[config.mk]
export PLATFORM = sky130hd
export DESIGN_NAME = tx_frame_sequencer
export DESIGN_NICKNAME = d
export VERILOG_FILES = /design/src/rtl/tx_frame_sequencer.sv
export SDC_FILE = /design/constraint.sdc
export NUM_CORES = 1
export LEC_CHECK = 0
export CAP_MARGIN = 20
export CORE_MARGIN = 2
export CORE_UTILIZATION = 23
export DETAILED_ROUTE_END_ITERATION = 12
export HOLD_SLACK_MARGIN = 0.03
export PLACE_DENSITY = 0.48
export SLEW_MARGIN = 25
export SYNTH_ARGS = -nofsm -noshare
export SYNTH_HDL_FRONTEND = slang
export SYNTH_SLANG_ARGS = --single-unit
export TNS_END_PERCENT = 10
[constraint.sdc]
create_clock -name dac_dco_clk -period 4.4 [get_ports dac_dco_clk]
set_clock_uncertainty 0.1 [all_clocks]
set_input_delay 0.44 -clock dac_dco_clk [delete_from_list [all_inputs] [get_ports dac_dco_clk]]
set_output_delay 0.44 -clock dac_dco_clk [all_outputs]
set_load 0.005 [all_outputs]
[src/rtl/tx_frame_sequencer.sv]
// BPSK TX frame scheduler: pulls 32-bit AXIS payload words and emits PREAMBLE -> SYNC -> PAYLOAD
// -> GUARD, one symbol bit per SPS dac_dco_clk cycles, with carrier enable and status pulses.
module tx_frame_sequencer #(
    parameter int unsigned SPS           = 16,
    parameter int unsigned PREAMBLE_BITS = 32,
    parameter logic [31:0] SYNC_WORD     = 32'h1ACFFC1D,
    parameter int unsigned SYNC_BITS     = 32,
    parameter int unsigned GUARD_SYMBOLS = 8
) (
    input  logic        dac_dco_clk,
    input  logic        rst_n,
    input  logic [31:0] s_axis_tdata,
    input  logic [3:0]  s_axis_tkeep,
    input  logic        s_axis_tlast,
    input  logic        s_axis_tvalid,
    output logic        s_axis_tready,
    output logic        mod_en,
    output logic        mod_bit,
    output logic        sym_strobe,
    output logic        busy,
    output logic        frame_done,
    output logic        underrun
);

    localparam int unsigned MaxSymA = (PREAMBLE_BITS > GUARD_SYMBOLS) ? PREAMBLE_BITS
                                                                      : GUARD_SYMBOLS;
    localparam int unsigned MaxSym  = (MaxSymA > 32) ? MaxSymA : 32;
    localparam int unsigned SymW    = $clog2(MaxSym);
    localparam int unsigned SmpW    = (SPS > 1) ? $clog2(SPS) : 1;

    localparam logic [SmpW-1:0] SmpLast   = SmpW'(SPS - 1);
    localparam logic [SymW-1:0] PreLast   = SymW'(PREAMBLE_BITS - 1);
    localparam logic [SymW-1:0] SyncLast  = SymW'(SYNC_BITS - 1);
    localparam logic [SymW-1:0] WordLast  = SymW'(31);
    localparam logic [SymW-1:0] GuardLast = SymW'(GUARD_SYMBOLS - 1);

    typedef enum logic [2:0] {
        StIdle,
        StPreamble,
        StSync,
        StPayload,
        StGuard
    } state_e;

    state_e          state_q, state_d;
    logic [SmpW-1:0] smp_q, smp_d;
    logic [SymW-1:0] sym_q, sym_d;
    logic [31:0]     buf_q, buf_d;
    logic [31:0]     shreg_q, shreg_d;
    logic            buf_vld_q, buf_vld_d;
    logic            buf_last_q, buf_last_d;
    logic            cur_last_q, cur_last_d;
    logic            last_flag_q, last_flag_d;
    logic            tready_q, tready_d;
    logic            mod_en_q, mod_en_d;
    logic            mod_bit_q, mod_bit_d;
    logic            sym_strobe_q, sym_strobe_d;
    logic            busy_q, busy_d;
    logic            frame_done_q, frame_done_d;
    logic            underrun_q, underrun_d;
    logic            sym_end;
    logic            hs;
    logic            word_start;

    logic unused_tkeep;
    assign unused_tkeep = ^s_axis_tkeep;

    always_comb begin
        state_d      = state_q;
        smp_d        = smp_q;
        sym_d        = sym_q;
        buf_d        = buf_q;
        shreg_d      = shreg_q;
        buf_vld_d    = buf_vld_q;
        buf_last_d   = buf_last_q;
        cur_last_d   = cur_last_q;
        last_flag_d  = last_flag_q;
        frame_done_d = 1'b0;
        underrun_d   = 1'b0;
        word_start   = 1'b0;
        sym_end      = (smp_q == SmpLast);
        hs           = tready_q & s_axis_tvalid;

        if (state_q != StIdle) begin
            smp_d = sym_end ? '0 : smp_q + 1'b1;
        end

        case (state_q)
            StIdle: begin
                // A word left in the buffer by an underrun also starts the next frame.
                if (s_axis_tvalid || buf_vld_q) begin
                    state_d     = StPreamble;
                    smp_d       = '0;
                    sym_d       = '0;
                    last_flag_d = buf_vld_q & buf_last_q;
                end
            end
            StPreamble: begin
                if (sym_end) begin
                    if (sym_q == PreLast) begin
                        state_d = StSync;
                        sym_d   = '0;
                    end else begin
                        sym_d = sym_q + 1'b1;
                    end
                end
            end
            StSync: begin
                if (sym_end) begin
                    if (sym_q == SyncLast) begin
                        word_start = 1'b1;
                    end else begin
                        sym_d = sym_q + 1'b1;
                    end
                end
            end
            StPayload: begin
                if (sym_end) begin
                    shreg_d = {shreg_q[30:0], 1'b0};
                    if (sym_q == WordLast) begin
                        if (cur_last_q) begin
                            state_d     = StGuard;
                            sym_d       = '0;
                            last_flag_d = 1'b0;
                        end else begin
                            word_start = 1'b1;
                        end
                    end else begin
                        sym_d = sym_q + 1'b1;
                    end
                end
            end
            StGuard: begin
                if (sym_end) begin
                    if (sym_q == GuardLast) begin
                        state_d      = StIdle;
                        frame_done_d = 1'b1;
                    end else begin
                        sym_d = sym_q + 1'b1;
                    end
                end
            end
            default: state_d = StIdle;
        endcase

        // Payload word boundary: load shifter from the buffer or abort the frame.
        if (word_start) begin
            sym_d = '0;
            if (buf_vld_q) begin
                state_d    = StPayload;
                shreg_d    = buf_q;
                cur_last_d = buf_last_q;
                buf_vld_d  = 1'b0;
            end else begin
                state_d     = StGuard;
                underrun_d  = 1'b1;
                last_flag_d = 1'b0;
            end
        end

        if (hs) begin
            buf_d       = s_axis_tdata;
            buf_last_d  = s_axis_tlast;
            buf_vld_d   = 1'b1;
            last_flag_d = last_flag_d | s_axis_tlast;
        end

        mod_en_d     = state_d inside {StPreamble, StSync, StPayload};
        busy_d       = (state_d != StIdle);
        sym_strobe_d = mod_en_d && (smp_d == '0);
        tready_d     = mod_en_d && !buf_vld_d && !last_flag_d;

        case (state_d)
            StPreamble: mod_bit_d = ~sym_d[0];
            StSync:     mod_bit_d = SYNC_WORD[~sym_d[4:0]];
            StPayload:  mod_bit_d = shreg_d[31];
            default:    mod_bit_d = 1'b0;
        endcase
    end

    always_ff @(posedge dac_dco_clk or negedge rst_n) begin
        if (!rst_n) begin
            state_q      <= StIdle;
            smp_q        <= '0;
            sym_q        <= '0;
            buf_q        <= '0;
            shreg_q      <= '0;
            buf_vld_q    <= 1'b0;
            buf_last_q   <= 1'b0;
            cur_last_q   <= 1'b0;
            last_flag_q  <= 1'b0;
            tready_q     <= 1'b0;
            mod_en_q     <= 1'b0;
            mod_bit_q    <= 1'b0;
            sym_strobe_q <= 1'b0;
            busy_q       <= 1'b0;
            frame_done_q <= 1'b0;
            underrun_q   <= 1'b0;
        end else begin
            state_q      <= state_d;
            smp_q        <= smp_d;
            sym_q        <= sym_d;
            buf_q        <= buf_d;
            shreg_q      <= shreg_d;
            buf_vld_q    <= buf_vld_d;
            buf_last_q   <= buf_last_d;
            cur_last_q   <= cur_last_d;
            last_flag_q  <= last_flag_d;
            tready_q     <= tready_d;
            mod_en_q     <= mod_en_d;
            mod_bit_q    <= mod_bit_d;
            sym_strobe_q <= sym_strobe_d;
            busy_q       <= busy_d;
            frame_done_q <= frame_done_d;
            underrun_q   <= underrun_d;
        end
    end

    assign s_axis_tready = tready_q;
    assign mod_en        = mod_en_q;
    assign mod_bit       = mod_bit_q;
    assign sym_strobe    = sym_strobe_q;
    assign busy          = busy_q;
    assign frame_done    = frame_done_q;
    assign underrun      = underrun_q;

endmodule

==> results by group, run 1 <==
Layout
  • Layout area overhead: 21.0%
  • # fillers: 1907
  • Design Area, Final: roughly 0.0052 mm2
  • Fraction of layout cells with a size suffix above 1: 0.135
  • Most frequent cells in the layout: 87 x dfrtp_1, 52 x nand2_1, 45 x o21ai_0, 41 x clkdlybuf4s50_1, 33 x mux2i_1
  • Nets@finish: 478
  • Commonest non-fill, non-tap cell in the layout: dfrtp_1
  • Antenna Cells: 0
  • Non-Filler Instances: 671

Global routing
  • GRT Util Overall: 0.101
  • Vias in the first global route: 3167
  • Grt ovf: 0
  • First-pass GRT wire length: 16000 um
  • Largest net degree at the start of global routing: 88
  • Initial antenna violation count: 0

Job
  • Max Cap Viol: 0

Yosys
  • Cell taking the most area after synthesis: dfrtp_1
  • Ys flop type: dfrtp_1
  • Sequential share of the synthesized area: 0.504
  • Avg Synthesized Cell Area: 10.7 um2
  • Yosys warnings: 0
  • Post-synthesis cell count: 404
  • Yosys reg bits: 87
  • Synth top area share: 0.504
  • Yosys cell types: just over 60
  • Cell area after synthesis: 0.00432 mm2
  • Async set or reset register ratio after synthesis: 1.00
  • Post-synth EDFFs: 0
  • Synth top area cells: dfrtp_1 50%, mux2_2 8.4%, mux2i_1 7.7%
  • Syn_nets: 450

Floorplanning
  • Die footprint: 0.0199 mm2
  • Die Width: approximately 140 um
  • I/O pin count: 47
  • Core area: between 0.015 and 0.02 mm2
  • Vert. Die Dim: 141 um
  • Initial Util: 0.232
  • Num rows: 50

Route
  • Final wirelength: 9480 um
  • 1st-iter DRT viols: around 100
  • Vias: 3068
  • Routed wire per std cell: 14.1 um
  • Vias per cell: 4.57
  • Drt pass-1 iters: 4
  • Final ANT Viol Nets: 0
  • DRC: 0

Setup path
  • R2R cell count: 11
  • CP max-delay cell: o31ai_1
  • Worst setup SP type: flop
  • Reg2reg start: sym_q[0]
  • Crit. End Element: flop
  • Worst EP arrival: 3300 ps
  • Critical path class: reg -> reg
  • FF-to-FF setup slack: 1200 ps
  • Critical path's top delay family: compound AO/OA/AOI/OAI gates
  • CP Buf/Inv Count: 1
  • Crit path cell chain: ha_1 -> nand3_1 -> inv_1 -> ha_1 -> nor2b_1 -> o21ai_1 -> a31oi_1 -> o31ai_1 -> a22oi_1 -> a2111oi_2 -> o31ai_1
  • Critical Path Fanout Max: 7
  • WP data required: 4500 ps
  • Worst path max stage delay: between 600 and 700 ps
  • R2r endpoint: mod_bit

Power
  • Leak Pwr: between 2 and 2.5 nW
  • Peak supply drop: roughly 180 uV
  • Cell Pwr Density: 307 mW/mm2

STA
  • Hold Violations, Final: 0
  • Final TNS setup: 0 ps
  • Final Max Tran Viols: 0
  • Achievable Freq: 313 MHz
  • Period minus WS final: 3200 ps
  • Setup-failing EPs final: 0
  • RSZ-0062 raised after global routing: no
  • Worst relative slew slack: 0.429
  • Slew @ Worst Pin: 857 ps
  • Final period util: 0.726

Run status
  • Status: finished clean

Place
  • Gpl congestion: 0.829
  • Placed cell areas: ~0.0049 mm2
  • Post-DP HPWL: 6530 um
  • IO Port Bufs: 42
  • Number of placed cells counting well taps: ~660

CTS
  • # hold bufs at CTS: 0
  • Clock sink count: 87
  • Worst-path clk slew: 60 ps
  • Post-cts sizing count: 0
  • CTS tree: built
  • Maximum clock path buffer count: 2
  • H-tree Lvls: 3
  • Post-CTS setup buffer count: 0
  • Worst-Skew Late Latency: 330 ps
  • TritonCTS Buffers: 9
  • CTS Root Cell: clkbuf_16

Min path
  • Min-delay worst type: in -> async
## cells in the mapped netlist (all sizes together) (3+ instances only)
cell	number
nor3	7
o31ai	3
nor2	13
ha	6
nand2	52
nor2b	3
mux2	32
a31oi	9
mux2i	33
inv	11
o21ai	48
a21o	3
dfrtp	87
nor3b	3
a21oi	6
clkbuf	13
and2	4
buf	14
and3	5
or3	4
nand3	8
## logic make-up after synthesis
family                     after synthesis  synth area share
DFF                                     87             0.504
muxes                                   65             0.160
and+or+nand+nor                        115             0.139
xor gates and xnor gates                 1           0.00203
buffers and inverters                   38            0.0383
AOI/OAI and AO/OA                       92             0.138
adders and majority gates                6            0.0174
## cell type report
type	count	area, um2	share of cell area
Timing Repair Buffer	44	437	0.0836
Clock buffer	14	254	0.0486
Sequential cell	87	2180	0.417
Tap cell	234	293	0.0560
Clock inverter	2	38.8	0.00743
Inverter	11	41.3	0.00790
Multi-Input combinational cell	279	1980	0.380
## flip-flops by register name, indices dropped and copies added, names as in the netlist
signal         cells
frame_done         1
cur_last_q         1
shreg_q           32
mod_en             1
buf_q             32
mod_bit            1
sym_strobe         1
last_flag_q        1
smp_q              4
s_axis_tready      1
busy               1
underrun           1
state_q            3
buf_last_q         1
buf_vld_q          1
sym_q              5
## routing by layer
layer / track usage / share of wire / vias to the layer above / wire, um
met4: 0.0337 / 0.015 / 0 / 140
met1: 0.129 / 0.46 / 1506 / 4320
li1: - / - / 1504 / -
met5: 0 / 0 / - / 0
met3: 0.0241 / 0.033 / 9 / 313
met2: 0.167 / 0.50 / 49 / 4700
## worst max path at each step
stage | depth (start not counted) | start | slack (ps) | end
floorplan | 10 | sym_q[0] | 1740 | mod_bit
global placement | 11 | sym_q[0] | 1220 | mod_bit
detailed placement | 11 | sym_q[0] | 1230 | mod_bit
CTS | 11 | sym_q[0] | 1210 | mod_bit
global route | 11 | sym_q[0] | 940 | mod_bit
finish | 11 | sym_q[0] | 1200 | mod_bit
## worst register-to-register path: cells and delay by family, from the launching register on
kind | cells | cell delay, ps
AO/OA/AOI/OAI | 6 | 1590
adder cells (fa/ha/maj) | 2 | 580
buffers and inverters | 1 | 70
flip-flops | 1 | 420
AND/OR/NAND/NOR | 2 | 310
## report_power, final
| part | internal [W] | switching (W) | total (W) |
|---|---|---|---|
| logic | 0.0000273 | 0.0000206 | 0.0000480 |
| registers | 0.000800 | 0 | 0.000800 |
| clock network | 0.000459 | 0.000299 | 0.000758 |
| total | 0.00129 | 0.000320 | 0.00161 |
## metrics by stage
step                setup slack, ps  utilization  power (W)  hold WS (ps)
global route                    937        0.281    0.00168           140
finish                         1200        0.281    0.00161          72.7
floorplan                      1740            -   0.000816          44.4
detailed placement             1230        0.265   0.000864           371
global placement               1220        0.265   0.000863           365
CTS                            1210        0.281    0.00164           111
Note: power is estimated with default switching activity, not from simulation.
==> run 2, diff against run 1 <==
clock period = 3.1 ns   (was 4.4 ns; I/O delays follow)
==> run 2 against run 1 <==
Net effect:
- core utilization is 1.2 points higher
- register-to-register slack worse by 1000 ps
- worst setup slack lost 1000 ps
- flip-flop and latch count unchanged
- worst hold slack improved by 300 ps
- via count is 3.5% higher
- critical path type unchanged
==> results by group, run 2 (synthesis results as in run 1) <==
Route
  • Vias per cell: 4.57
  • Final ANT Viol Nets: 0
  • Routed wire per std cell: 14.5 um
  • 1st-iter DRT viols: 241
  • Drt pass-1 iters: 4
  • DRC: 0
  • Vias: 3174
  • Final wirelength: 10000 um

STA
  • RSZ-0062 raised after global routing: no
  • Hold Violations, Final: 0
  • Slew @ Worst Pin: about 830 ps
  • Worst relative slew slack: 0.447
  • Final Max Tran Viols: 0
  • Setup-failing EPs final: 0
  • Period minus WS final: 2910 ps
  • Final TNS setup: 0 ps
  • Final period util: 0.938
  • Achievable Freq: 344 MHz

Setup path
  • Critical path class: reg -> reg
  • Worst path max stage delay: between 400 and 500 ps
  • Worst EP arrival: 3030 ps
  • Worst setup SP type: flop
  • CP Buf/Inv Count: 2
  • Reg2reg start: sym_q[1]
  • FF-to-FF setup slack: ~190 ps
  • Critical Path Fanout Max: 5
  • Crit. End Element: flop
  • Crit path cell chain: ha_1 -> nand3_1 -> inv_1 -> ha_1 -> buf_4 -> nor4b_2 -> a211o_1 -> nand4b_1 -> and3_1 -> and3_1 -> a2111oi_2 -> o31ai_1
  • R2R cell count: 12
  • Critical path's top delay family: simple AND/OR/NAND/NOR gates
  • R2r endpoint: mod_bit
  • WP data required: 3220 ps
  • CP max-delay cell: dfrtp_1

Layout
  • Commonest non-fill, non-tap cell in the layout: dfrtp_1
  • Layout area overhead: 26.1%
  • Antenna Cells: 0
  • Largest regs: buf_q: 32 flops, shreg_q: 32 flops, sym_q: 5 flops
  • Design Area, Final: 0.00544 mm2
  • Nets@finish: about 500
  • Most frequent cells in the layout: 87 x dfrtp_1, 52 x nand2_1, 45 x o21ai_0, 41 x clkdlybuf4s50_1, 33 x mux2i_1
  • Fraction of layout cells with a size suffix above 1: 0.187
  • Non-Filler Instances: 694

Place
  • Post-DP HPWL: around 7300 um
  • Number of placed cells counting well taps: 678
  • Placed cell areas: 0.00510 mm2
  • IO Port Bufs: 42
  • Gpl congestion: 0.843

Global routing
  • GRT Util Overall: 0.107
  • Grt ovf: 0
  • Largest net degree at the start of global routing: 45
  • Vias in the first global route: 3266
  • Initial antenna violation count: 0
  • First-pass GRT wire length: between 15000 and 20000 um

CTS
  • TritonCTS Buffers: 9
  • CTS tree: built
  • Worst-path clk slew: 60 ps
  • Clock sink count: between 80 and 90
  • H-tree Lvls: 3
  • Post-CTS setup buffer count: 0
  • Maximum clock path buffer count: 2
  • Worst-Skew Late Latency: 340 ps
  • CTS Root Cell: clkbuf_16

Run status
  • Status: finished clean

Min path
  • Min-delay worst type: reg -> reg
  • Hold Crit Start: buf_q[11]
  • WHS Path Cells: 2
  • Hold Path End: shreg_q[11]

Floorplanning
  • Vert. Die Dim: roughly 140 um
  • Die footprint: ~0.020 mm2
  • Core area: 0.0186 mm2
  • Die Width: around 140 um
  • Num rows: 50
  • I/O pin count: 47
  • Initial Util: 0.232

Job
  • Max Cap Viol: 0

Power
  • Cell Pwr Density: 434 mW/mm2
  • Peak supply drop: roughly 260 uV
  • Leak Pwr: 2.30 nW
-- run 2: worst max path at each step --
stage	from	end	depth (start not counted)
final	sym_q[1]	mod_bit	12
after global routing	sym_q[1]	mod_bit	12
after CTS	sym_q[1]	mod_bit	12
after detailed placement	sym_q[1]	mod_bit	12
after global placement	sym_q[1]	mod_bit	12
after floorplan	sym_q[0]	mod_bit	10
-- run 2: report_power, final --
part	switching, W	leakage, nW	internal (W)
registers	0	1.18	0.00114
clock network	0.000431	0.149	0.000724
logic	0.0000309	0.975	0.0000417
-- run 2: layout make-up --
class	instances	area, um2
Timing Repair Buffer	68	616
Inverter	11	41.3
Multi-Input combinational cell	279	2000
Clock buffer	12	246
Sequential cell	87	2180
Clock inverter	3	67.6
Fill cell	1911	13100
Tap cell	234	293
-- run 2: per-stage QoR --
step / setup slack (ps) / total power, W / util / hold WS, ps
after floorplan: 445 / 0.00116 / - / -85.6
after global placement: 240 / 0.00123 / 0.274 / 244
after detailed placement: 207 / 0.00123 / 0.274 / 253
after CTS: 191 / 0.00241 / 0.292 / 382
after global routing: 29.0 / 0.00246 / 0.293 / 415
final: 191 / 0.00236 / 0.293 / 374
-- run 2: timing repair --
action | in CTS | in global routing
resized for setup | 0 | 3
setup endpoints to repair | 0 | 1
hold endpoints to repair | 42 | 0
hold buffers | 1 | 0
-- run 2: metal layers --
metal	GRT usage	part of all wire	up-vias
met5	0	0	-
met4	0.0405	0.016	0
met3	0.0234	0.046	14
met2	0.171	0.47	69
met1	0.143	0.46	1542
li1	-	-	1549
-- run 2: worst reg2reg max path: cells and delay by family (launching register included) --
family / cells / cell delay, ps
AND/OR/NAND/NOR: 5 / 970
AO/OA/AOI/OAI: 3 / 630
adder cells (fa/ha/maj): 2 / 440
flip-flops: 1 / 410
buffers and inverters: 2 / 240
